==> src/rtl/mul_div_unit.sv <==
// Multi-cycle signed multiply (radix-2 Booth) / divide (restoring on magnitudes) unit.
// One iteration per clock; result parked in Zhigh/Zlow with a one-cycle done pulse.
module mul_div_unit #(
  parameter int WIDTH = 32
) (
  input  logic             clock,
  input  logic             clear,
  input  logic [WIDTH-1:0] BusMuxOut,
  input  logic             Yin,
  input  logic             start,
  input  logic             op,
  output logic             busy,
  output logic             done,
  output logic             div_zero,
  output logic [WIDTH-1:0] ZhighBusIn,
  output logic [WIDTH-1:0] zlowBusIn
);

  localparam int CW = $clog2(WIDTH);

  typedef enum logic [1:0] {S_IDLE, S_RUN, S_FIX, S_DONE} state_t;

  state_t state, state_nxt;

  logic [WIDTH-1:0] y;
  logic [WIDTH-1:0] a_copy;
  logic [WIDTH-1:0] m;
  logic [WIDTH-1:0] q;
  logic [WIDTH:0]   acc;
  logic             q_1;
  logic             op_q;
  logic             sign_a;
  logic             sign_b;
  logic [CW-1:0]    count;

  logic             last;
  logic             accept;
  logic             bus_zero;
  logic [WIDTH-1:0] y_abs;
  logic [WIDTH-1:0] bus_abs;

  logic [WIDTH:0]   m_ext;
  logic [WIDTH:0]   booth_sum;
  logic [WIDTH:0]   booth_acc;
  logic [WIDTH-1:0] booth_q;

  logic [WIDTH:0]   rem_shift;
  logic [WIDTH+1:0] trial;
  logic [WIDTH:0]   div_acc;
  logic [WIDTH-1:0] div_q;

  assign last     = (count == CW'(WIDTH - 1));
  assign accept   = (state == S_IDLE) && start;
  assign bus_zero = (BusMuxOut == '0);
  assign y_abs    = y[WIDTH-1] ? -y : y;
  assign bus_abs  = BusMuxOut[WIDTH-1] ? -BusMuxOut : BusMuxOut;

  always_ff @(posedge clock or negedge clear) begin
    if (!clear) begin
      state <= S_IDLE;
    end else begin
      state <= state_nxt;
    end
  end

  always_comb begin
    state_nxt = state;
    case (state)
      S_IDLE: begin
        if (accept) begin
          state_nxt = (op && bus_zero) ? S_DONE : S_RUN;
        end
      end
      S_RUN: begin
        if (last) begin
          state_nxt = op_q ? S_FIX : S_DONE;
        end
      end
      S_FIX:   state_nxt = S_DONE;
      S_DONE:  state_nxt = S_IDLE;
      default: state_nxt = S_IDLE;
    endcase
  end

  // Booth step: add/subtract on {q[0], q_1}, then arithmetic shift of {acc, q, q_1}.
  always_comb begin
    m_ext     = {m[WIDTH-1], m};
    booth_sum = acc;
    case ({q[0], q_1})
      2'b01:   booth_sum = acc + m_ext;
      2'b10:   booth_sum = acc - m_ext;
      default: booth_sum = acc;
    endcase
    booth_acc = {booth_sum[WIDTH], booth_sum[WIDTH:1]};
    booth_q   = {booth_sum[0], q[WIDTH-1:1]};
  end

  // Restoring step: shift dividend bit into remainder, keep the trial if it didn't borrow.
  always_comb begin
    rem_shift = {acc[WIDTH-1:0], q[WIDTH-1]};
    trial     = {1'b0, rem_shift} - {2'b00, m};
    div_acc   = trial[WIDTH+1] ? rem_shift : trial[WIDTH:0];
    div_q     = {q[WIDTH-2:0], ~trial[WIDTH+1]};
  end

  always_ff @(posedge clock or negedge clear) begin
    if (!clear) begin
      y          <= '0;
      a_copy     <= '0;
      m          <= '0;
      q          <= '0;
      acc        <= '0;
      q_1        <= 1'b0;
      op_q       <= 1'b0;
      sign_a     <= 1'b0;
      sign_b     <= 1'b0;
      count      <= '0;
      busy       <= 1'b0;
      done       <= 1'b0;
      div_zero   <= 1'b0;
      ZhighBusIn <= '0;
      zlowBusIn  <= '0;
    end else begin
      done <= 1'b0;
      if (Yin) begin
        y <= BusMuxOut;
      end
      case (state)
        S_IDLE: begin
          if (accept) begin
            op_q     <= op;
            sign_a   <= y[WIDTH-1];
            sign_b   <= BusMuxOut[WIDTH-1];
            a_copy   <= y;
            acc      <= '0;
            q_1      <= 1'b0;
            count    <= '0;
            busy     <= 1'b1;
            div_zero <= 1'b0;
            // Divide works on magnitudes; multiply keeps signed operands for Booth.
            m        <= op ? bus_abs : y;
            q        <= op ? y_abs : BusMuxOut;
          end
        end
        S_RUN: begin
          count <= count + 1'b1;
          if (op_q) begin
            acc <= div_acc;
            q   <= div_q;
          end else begin
            acc <= booth_acc;
            q   <= booth_q;
            q_1 <= q[0];
          end
        end
        S_FIX: begin
          if (sign_a ^ sign_b) begin
            q <= -q;
          end
          if (sign_a) begin
            acc <= -acc;
          end
        end
        S_DONE: begin
          busy <= 1'b0;
          done <= 1'b1;
          if (op_q && (m == '0)) begin
            ZhighBusIn <= a_copy;
            zlowBusIn  <= '1;
            div_zero   <= 1'b1;
          end else begin
            ZhighBusIn <= acc[WIDTH-1:0];
            zlowBusIn  <= q;
          end
        end
        default: begin
        end
      endcase
    end
  end

endmodule

==> config.mk <==
export PLATFORM = sky130hd
export DESIGN_NAME = mul_div_unit
export DESIGN_NICKNAME = d
export VERILOG_FILES = /design/src/rtl/mul_div_unit.sv
export SDC_FILE = /design/constraint.sdc
export NUM_CORES = 1
export LEC_CHECK = 0
export ABC_AREA = 0
export BUFFER_PORTS_ARGS = -buffer_cell sky130_fd_sc_hd__buf_2
export CELL_PAD_IN_SITES_DETAIL_PLACEMENT = 1
export CELL_PAD_IN_SITES_GLOBAL_PLACEMENT = 1
export CORE_MARGIN = 3
export CORE_UTILIZATION = 25
export CTS_CLUSTER_SIZE = 28
export DETAILED_ROUTE_END_ITERATION = 12
export PLACE_DENSITY_LB_ADDON = 0.1
export SKIP_CTS_REPAIR_TIMING = 1
export SYNTH_ARGS = -nofsm -noshare
export SYNTH_HDL_FRONTEND = slang
export SYNTH_SLANG_ARGS = --single-unit
export TNS_END_PERCENT = 20
==> constraint.sdc <==
create_clock -name clock -period 11.65 [get_ports clock]
set_input_delay 2.9125 -clock clock [delete_from_list [all_inputs] [get_ports clock]]
set_output_delay 2.9125 -clock clock [all_outputs]
set_load 0.05 [all_outputs]
==> results.md, run 1 <==
* Run status: completed
* Main synth FF type: dfrtp_1
* FP Rows at 98
* Clk pwr share at 0.154
* Hold crit path type: reg2reg
* CTS root buffer: clkbuf_16
* Synth area leaders: dfrtp_1 33%, a21oi_1 6.2%, nor2_1 5.4%
* Initial antenna violation count at 5
* Register area share after synthesis at 0.327
* Post-layout net count at 2358
* Final Setup Violations at 0
* Most common cell after layout, fill and taps aside: nor2_1
* Area grow syn2layout at 14.4%
* Clk_lat worst skew at 0.58 ns
* CP max FO at 23
* Sequential power share at 0.220
* Power density cells at 358 nW/um2
* PortBufs at 103
* Critical Path Sink Type: register
* Data required, critical path at 12.11 ns
* Wl on met1 at 35.6 mm
* I/O pin cnt at 104
* DR DRC count at 0
* Net Sw Frac at 0.533
* DR top layer: met5
* Fillers at 8592
* Pre-Repair DR Iteration Count at 6
* Layout cell share with drive strength beyond 1 at 0.127
* Post-route ant nets at 0
* Worst-case clock buffer depth at 3
* Crit Path Class: in2reg
* Combinational power share at 0.626
* Setup TNS at 0 ns
* Detailed Place HPWL at 54.6 mm
* Core ar. at 71900 um2
* Routed WL per cell at 22.6 um
* Peak VDD IR at 0.000135 V
* H-tree depth at 2
* Final GP Congestion at 0.833
* Register bit total from synthesis at 238
* Hold Fails Final Rpt at 0
* Met2 wire len at 32.6 mm
* Initial DRC count at 907
* R2R Path Start: m[4]
* Min cycle time layout at 5.64 ns
* MaxCap Viol Count at 0
* Total CTS buffers at 37
* Actual slew at the worst max-slew pin at 1.17 ns
* CTS Sinks at 238
* Die width at 276 um
* Reg2Reg Depth at 17
* Dpl cells at 3154
* Global-route wire length before repair at 111 mm
* Count of unique library cells instantiated by Yosys at 75
* Dominant cell type by area after synthesis: dfrtp_1
* Arr. time, crit path at 6.10 ns
* Most frequent cells in the layout: 260 x nor2_1, 237 x dfrtp_1, 224 x a21oi_1
* Die area at 76100 um2
* RSZ-0062 raised after global routing: no
* Vias in the first global route at 17250
* CP startpoint kind: input port
* Achievable clock frequency at 177 MHz
* Hold Path Sink: count[4]
* Final worst slack at 6.01 ns
* Net Count, Synth at 2354
* Internal cell power at 0.00349 W
* Leak pwr at 8.70 nW
* Wirelength, routed at 72.7 mm
* Setup Skew at 0.0462 ns
* Fin. max-slew vios at 0
* Area share of the largest cell type after synthesis at 0.327
* Largest net degree at the start of global routing at 95
* Cells after Synth at 2239
* Post-synth EDFFs at 0
* Core occupancy in the finished layout at 0.290
* Clk slew on worst S/H paths at 0.06 ns
* Non-Filler Instances at 3222
* Die height at 276 um
* Synth warnings at 0
* CTS tree: yes
* Met3 routed WL at 2.42 mm
* Via density per instance at 5.17
* Flop2flop setup slack at 6.30 ns
* Min-Delay Startpoint: count[4]
* Hold path depth at 1
* Cell area after synthesis at 18200 um2
* Overflow after GRT at 0
* GRT Util Overall at 0.191
* Syn Area/Cell at 8.14 um2
* Placement Setup Slack at 5.44 ns
* NetSw at 0.00398 W
* Post-synth ARST share at 1.00
* Reg-to-Reg End: acc[28]
* Ratio of final minimum period to clock period at 0.484
* Vias post-DR at 16669
* Initial core utilization at 0.254
* Slew headroom at 0.213
==> synth_stat cells, drive strengths merged (6+ instances only) <==
cell type and number:
nor2 260, dfrtp 238, a21oi 224, nand2 203, o21ai 196, clkbuf 148
xnor2 84, xor2 78, ha 76, mux2 73, mux2i 70, inv 59
nor3 55, o31ai 38, a21o 36, a211oi 28, nand3 27, or3 25
a31oi 24, and3 20, buf 18, nand2b 18, nor4 17, o211ai 16
a221oi 15, nand4 15, or4 14, and2 12, nor2b 12, o41ai 12
nor3b 11, o21a 10, a211o 8, a41oi 7, a221o 6, a22o 6
o21bai 6
==> stage by stage <==
stage	hold slack (ns)	power (W)	instance area [um2]
finish	0.498	0.00746	20800
global route	0.521	0.00813	20800
CTS	0.499	0.00756	20800
detailed placement	0.486	0.00635	19600
global placement	0.468	0.00629	19600
floorplan	0.450	0.00486	18200
==> area by class of cell <==
cell class | instances | area, um2 | share of cell area
multi-input combinational | 1774 | 11500 | 0.550
sequential | 238 | 5960 | 0.286
tap | 950 | 1190 | 0.0571
clock buffer | 50 | 1080 | 0.0516
timing repair buffer | 131 | 736 | 0.0353
inverter | 61 | 229 | 0.0110
clock inverter | 14 | 186 | 0.00895
antenna | 4 | 10.0 | 0.000480
==> layer usage <==
| layer | GRT usage | up-vias |
|---|---|---|
| met1 | 0.270 | 8319 |
| met2 | 0.302 | 216 |
| met4 | 0.0558 | 2 |
| met5 | 0 | - |
| li1 | - | 8064 |
| met3 | 0.0284 | 68 |
==> sequential cells by signal (all words and copies together) (netlist names) <==
name        cells
state           2
busy            1
y              32
op_q            1
count           5
a_copy         32
acc            33
q_1             1
zlowBusIn      32
sign_b          1
ZhighBusIn     32
q              32
m              32
done            1
div_zero        1
==> logic make-up after synthesis <==
group,share of synthesized area
adder cells (fa/ha/maj),0.0544
flip-flops,0.327
multiplexers,0.0836
AND/OR/NAND/NOR,0.177
AO/OA/AOI/OAI,0.233
buffers and inverters,0.0472
XOR/XNOR,0.0779
==> power by group through the flow <==
stage / Combinational, W / Clock [W] / Sequential [W]
final: 0.00467 / 0.00115 / 0.00164
after global routing: 0.00518 / 0.00123 / 0.00171
after CTS: 0.00472 / 0.00119 / 0.00165
after detailed placement: 0.00469 / 0 / 0.00166
after global placement: 0.00464 / 0 / 0.00165
after floorplan: 0.00304 / 0 / 0.00182
==> worst max path at each step <==
stage / startpoint / end / cells past startpoint
floorplan: BusMuxOut[6] / m[30] / 10
global placement: start / acc[29] / 12
detailed placement: start / acc[29] / 12
CTS: start / acc[29] / 12
global route: start / acc[21] / 12
finish: start / acc[29] / 12
==> critical path: stages <==
cell and delay, ns:
buf_2 0.12, nand2b_1 0.34, o31ai_1 0.26, a21o_1 0.21, buf_4 0.21, nor2_1 0.30
nand2_1 0.29, nor2_1 0.93, and3_1 0.27, a221o_1 0.11, a21oi_1 0.04, o21ai_0 0.09
Note: power is estimated with default switching activity, not from simulation.
==> run 2: changes to the inputs <==
clock period = 4.6 ns   (was 11.65 ns; I/O delays follow)
==> results.md, run 2 (synthesis results as in run 1) <==
* Routing usage on met3 at 0.0213 (-0.00710)
* I/O pin cnt at 104 (unchanged)
* Run status: completed
* Most frequent cells in the layout: 260 x nor2_1, 237 x dfrtp_1, 221 x a21oi_1
* Hold Path Sink: a_copy[0]
* Combinational power share at 0.652 (+0.026)
* Worst-case clock buffer depth at 3 (unchanged)
* Met2 Use GR at 0.324 (+0.0218)
* Via density per instance at 5.18 (+0.19%)
* Hold path depth at 2 (+1)
* WP buf/inv at 2 (unchanged)
* Final Setup Violations at 0 (unchanged)
* Post-route ant nets at 0 (unchanged)
* Flop2flop setup slack at 0.22 ns (-6.08 ns)
* Largest register by flop count: acc
* Net Sw Frac at 0.530 (-0.00296)
* Hold slack at 0.486 ns (-0.0124 ns)
* FP Rows at 98 (unchanged)
* Wirelength, routed at 75.4 mm (+3.8%)
* Die area at 76100 um2 (unchanged)
* Actual slew at the worst max-slew pin at 1.05 ns (-0.123 ns)
* Largest register FFs at 33 (unchanged)
* Total CTS buffers at 34 (-8.1%)
* Peak VDD IR at 0.000369 V (+170%)
* CTS root buffer: clkbuf_16
* H-tree depth at 2 (unchanged)
* Detailed Place HPWL at 57.6 mm (+5.5%)
* DR DRC count at 0 (unchanged)
* Critical Path Sink Type: register
* Min-Delay Startpoint: a_copy[0]
* Largest net degree at the start of global routing at 69 (-27%)
* Leak pwr at 9.04 nW (+3.9%)
* CTS tree: yes
* Initial antenna violation count at 3 (-2)
* Final total power at 0.0194 W (+160%)
* Global-route wire length before repair at 116 mm (+3.8%)
* Data required, critical path at 5.02 ns (-7.09 ns)
* Overflow after GRT at 0 (unchanged)
* Sequential power share at 0.211 (-0.009)
* Critical Path, Cell by Cell: or3_1 > or3_4 > nor4_4 > buf_4 > a41oi_1 > xnor2_1 > ha_1 > and2_1 > nand3_1 > nor2_1 > a211oi_1 > o211ai_1 > a311oi_1 > buf_4 > o21ai_0 > mux2i_1 > o31ai_1 > nand3_1
* PortBufs at 103 (unchanged)
* CP max FO at 5 (-78%)
* Post-layout net count at 2427 (+2.9%)
* Final GP Congestion at 0.855 (+2.6%)
* Clk_lat worst skew at 0.56 ns (-0.02 ns)
* Hold Fails Final Rpt at 0 (unchanged)
* Core ar. at 71900 um2 (unchanged)
* GRT Util Overall at 0.199 (+0.00743)
* Crit Path Class: reg2reg
* Grt met1 use at 0.281 (+0.0105)
* Ratio of final minimum period to clock period at 0.953
* R2R Path Start: m[4]
* Most common cell after layout, fill and taps aside: nor2_1
* Slew headroom at 0.299 (+0.0865)
* Achievable clock frequency at 228 MHz
* Die height at 276 um (unchanged)
* Layout cell share with drive strength beyond 1 at 0.156 (+0.0294)
* Slowest CP cell: or3_1
* Internal cell power at 0.00910 W (+160%)
* Vias post-DR at 17028 (+2.2%)
* Fin. max-slew vios at 0 (unchanged)
* Power density cells at 907 nW/um2 (+150%)
* Reg2Reg Depth at 18 (+1)
* Arr. time, crit path at 4.80 ns (-1.30 ns)
* Initial core utilization at 0.254 (unchanged)
* Clk slew on worst S/H paths at 0.06 ns (about the same)
* NetSw at 0.0103 W (+160%)
* Routed WL per cell at 23.0 um (+1.8%)
* CP startpoint kind: register
* MaxCap Viol Count at 0 (unchanged)
* Area grow syn2layout at 17.2%
* Reg-to-Reg End: acc[28]
* Die width at 276 um (unchanged)
* Min cycle time layout at 4.38 ns
* CTS Sinks at 238 (unchanged)
* Crit-path max cell delay at 0.42 ns (-0.51 ns)
* Most used routing layer: met2
* Vias in the first global route at 17690 (+2.6%)
* Initial DRC count at 879 (-3.1%)
* Clk pwr share at 0.137 (-0.017)
* Hold crit path type: reg2reg
* Pre-Repair DR Iteration Count at 5 (-1)
* Setup Skew at 0.0255 ns (-0.0207 ns)
* Crit-path leading delay family: simple AND/OR/NAND/NOR gates
-- run 2: cell count changes in the layout (fill, tap and decap cells not counted), moves of 3 or more --
cell	before	now
a21oi_1	224	221
a21oi_2	0	3
buf_12	0	6
buf_4	28	94
clkbuf_1	4	8
clkbuf_16	38	34
clkbuf_8	8	4
clkinv_2	4	7
clkinvlp_4	5	0
diode_2	4	1
-- run 2: routing by layer --
metal	routed length [um]	up-vias
met5	0	-
met4	1730	0
met3	1780	81
met2	34800	217
met1	37100	8531
li1	-	8199
-- run 2: worst max path at each step --
stage | from | endpoint | slack (ns) | depth (start not counted)
after detailed placement | m[4] | acc[31] | -0.19 | 19
after global placement | m[4] | acc[31] | -0.08 | 19
after floorplan | m[4] | acc[31] | 0.09 | 17
after global routing | m[4] | acc[31] | -0.02 | 18
final | m[4] | acc[28] | 0.22 | 18
after CTS | m[4] | acc[31] | -0.29 | 19
-- run 2: worst reg2reg max path, cell delays in order, from the launching register on --
cell and delay, ns:
dfrtp_1 0.37, or3_1 0.42, or3_4 0.38, nor4_4 0.24
buf_4 0.20, a41oi_1 0.14, xnor2_1 0.16, ha_1 0.34
and2_1 0.17, nand3_1 0.12, nor2_1 0.06, a211oi_1 0.29
o211ai_1 0.26, a311oi_1 0.32, buf_4 0.18, o21ai_0 0.09
mux2i_1 0.13, o31ai_1 0.27, nand3_1 0.11
-- run 2: per-stage QoR --
step	setup WS [ns]	cell area, um2	util	cells	TNS [ns]
6_report	0.216	21300	0.297	3285	0
5_1_grt	-0.0230	21300	0.297	3285	-0.0230
4_1_cts	-0.286	21200	0.295	3279	-0.634
3_5_place_dp	-0.193	20100	0.280	3221	-0.372
3_3_place_gp	-0.0810	20100	0.280	3221	-0.151
2_1_floorplan	0.0903	18200	-	2239	0
-- run 2: final cells by class --
class | count | area, um2
clock inverter | 12 | 140
antenna | 1 | 2.50
sequential | 238 | 5960
inverter | 61 | 229
tap | 950 | 1190
timing repair buffer | 203 | 1350
multi-input combinational | 1774 | 11500
fill | 8607 | 50500
clock buffer | 46 | 936
-- run 2: power groups by stage --
| stage | clock network (W) | logic [W] | registers, W |
|---|---|---|---|
| after CTS | 0.00276 | 0.0126 | 0.00409 |
| after detailed placement | 0 | 0.0126 | 0.00413 |
| after global placement | 0 | 0.0124 | 0.00411 |
| after floorplan | 0 | 0.00770 | 0.00461 |
| final | 0.00265 | 0.0126 | 0.00409 |
| after global routing | 0.00282 | 0.0140 | 0.00426 |
==> run 3: changes to the inputs <==
clock period = 4.2 ns   (was 4.6 ns; I/O delays follow)
==> results.md, run 3 (synthesis results as in run 1) <==
* Largest net degree at the start of global routing at 71 (+2.9%)
* Reg2Reg Depth at 19 (+1)
* Power density cells at 1000 nW/um2 (+10%)
* Core occupancy in the finished layout at 0.309 (+0.0114)
* Fillers at 8617 (+0.12%)
* Clk slew on worst S/H paths at 0.06 ns (about the same)
* Flop2flop setup slack at -0.12 ns (-0.34 ns)
* MaxCap Viol Count at 0 (unchanged)
* Run status: finished, violations left
* Die width at 276 um (unchanged)
* Post-route ant nets at 0 (unchanged)
* Final Setup Violations at 6 (+6)
* Hold Fails Final Rpt at 0 (unchanged)
* CTS root buffer: clkbuf_16
* Detailed Place HPWL at 57.7 mm (+0.26%)
* Global-route wire length before repair at 115 mm (-0.26%)
* Crit Path Class: reg2reg
* Most frequent cells in the layout: 258 x nor2_1, 237 x dfrtp_1, 216 x a21oi_1
* Data required, critical path at 4.65 ns (-0.37 ns)
* Final worst slack at -0.124 ns (-0.340 ns)
* RSZ-0062 raised after global routing: yes
* Clk_lat worst skew at 0.56 ns (about the same)
* Core ar. at 71900 um2 (unchanged)
* Area grow syn2layout at 21.7%
* Largest register FFs at 33 (unchanged)
* CP Launch Point: m[3]
* Via density per instance at 5.13 (-1.0%)
* Reg-to-Reg End: acc[30]
* PortBufs at 103 (unchanged)
* Routed WL per cell at 22.5 um (-2.1%)
* Vias post-DR at 17292 (+1.6%)
* Initial DRC count at 872 (-0.80%)
* Leak pwr at 9.50 nW (+5.1%)
* Initial core utilization at 0.254 (unchanged)
* Most common cell after layout, fill and taps aside: nor2_1
* Non-Filler Instances at 3371 (+2.6%)
* GRT Util Overall at 0.198 (-0.000774)
* Die height at 276 um (unchanged)
* Critical Path Sink Type: register
* Violated checks: negative setup slack
* Setup TNS at -0.388 ns (-0.388 ns)
* Post-layout net count at 2514 (+3.6%)
* Vias in the first global route at 18097 (+2.3%)
* I/O pin cnt at 104 (unchanged)
* Ratio of final minimum period to clock period at 1.03 (+0.0765)
* Layout cell share with drive strength beyond 1 at 0.194 (+0.0378)
* CTS Sinks at 238 (unchanged)
* R2R Path Start: m[3]
* Achievable clock frequency at 231 MHz (+1.4%)
* DR DRC count at 0 (unchanged)
* Dpl cells at 3299 (+2.4%)
* CP startpoint kind: register
* Worst-case clock buffer depth at 3 (unchanged)
* Setup Skew at 0.0241 ns (-0.00149 ns)
* Pre-Repair DR Iteration Count at 5 (unchanged)
* Actual slew at the worst max-slew pin at 0.899 ns (-0.152 ns)
* Hold crit path type: in2async
* FP Rows at 98 (unchanged)
* Arr. time, crit path at 4.78 ns (-0.02 ns)
* Largest register by flop count: acc
* Placement Setup Slack at -0.237 ns (-0.0440 ns)
* Wirelength, routed at 75.8 mm (+0.47%)
* H-tree depth at 2 (unchanged)
* Fin. max-slew vios at 0 (unchanged)
* CP max FO at 5 (unchanged)
* Final GP Congestion at 0.858 (+0.33%)
* Die area at 76100 um2 (unchanged)
* Total CTS buffers at 35 (+2.9%)
* Min cycle time layout at 4.32 ns (-0.0601 ns)
* Overflow after GRT at 0 (unchanged)
* Final total power at 0.0222 W (+15%)
* CTS tree: yes
* Slew headroom at 0.401 (+0.101)
* Initial antenna violation count at 2 (-1)
* Peak VDD IR at 0.000505 V (+37%)
==> run 3: changes by cell type in the layout (fill, tap and decap cells not counted), moves of 3 or more <==
cell / delta
a21oi_1: -5
buf_4: +83
a21oi_2: +4
o21ai_1: +4
o21ai_0: -6
clkinv_2: -4
clkbuf_8: +3
==> run 3: per-stage QoR <==
stage	cell area (um2)	hold WS [ns]
finish	22200	0.484
global route	22200	0.514
CTS	21900	0.486
detailed placement	20800	0.493
global placement	20800	0.468
floorplan	18200	0.450
==> run 3: layout make-up <==
class | instances | area, um2 | share of cell area
diodes | 1 | 2.50 | 0.000113
clock buffers | 50 | 1020 | 0.0462
clock inverters | 8 | 85.1 | 0.00384
inverters | 61 | 229 | 0.0103
multi-input cells | 1774 | 11700 | 0.526
flip-flops and latches | 238 | 5960 | 0.269
well taps | 950 | 1190 | 0.0536
repair buffers | 289 | 2020 | 0.0910
==> run 3: worst max-delay path by stage <==
stage               endpoint  slack, ns  depth (start not counted)
finish               acc[30]      -0.12                         19
detailed placement   acc[31]      -0.24                         19
CTS                  acc[31]      -0.24                         19
global placement     acc[31]      -0.18                         19
global route         acc[28]      -0.30                         19
floorplan            acc[31]      -0.08                         17
==> run 3: critical path, stage by stage (launching register included) <==
cell and delay (ns):
dfrtp_1 0.38, or3_4 0.40, or3_4 0.42, nor4_4 0.29, buf_4 0.19, a41oi_2 0.10, xnor2_1 0.15, ha_1 0.36
and2_4 0.20, nand3_4 0.06, nor2_2 0.04, a211oi_2 0.20, buf_4 0.15, o211ai_1 0.15, a311oi_2 0.38, buf_4 0.17
o31a_1 0.14, xor2_1 0.06, o21a_1 0.18, o31ai_2 0.21
==> run 3: where the power goes <==
group / switching, W / internal, W / total, W
clock: 0.00117 / 0.00175 / 0.00292
sequential: 0.00115 / 0.00327 / 0.00442
combinational: 0.00918 / 0.00566 / 0.0148
==> run 3: layer usage <==
metal | up-vias | GRT usage | routed length [um]
li1 | 8361 | - | -
met1 | 8614 | 0.276 | 37000
met2 | 237 | 0.328 | 35000
met3 | 78 | 0.0199 | 2130
met4 | 2 | 0.0505 | 1560
met5 | - | 0 | 20
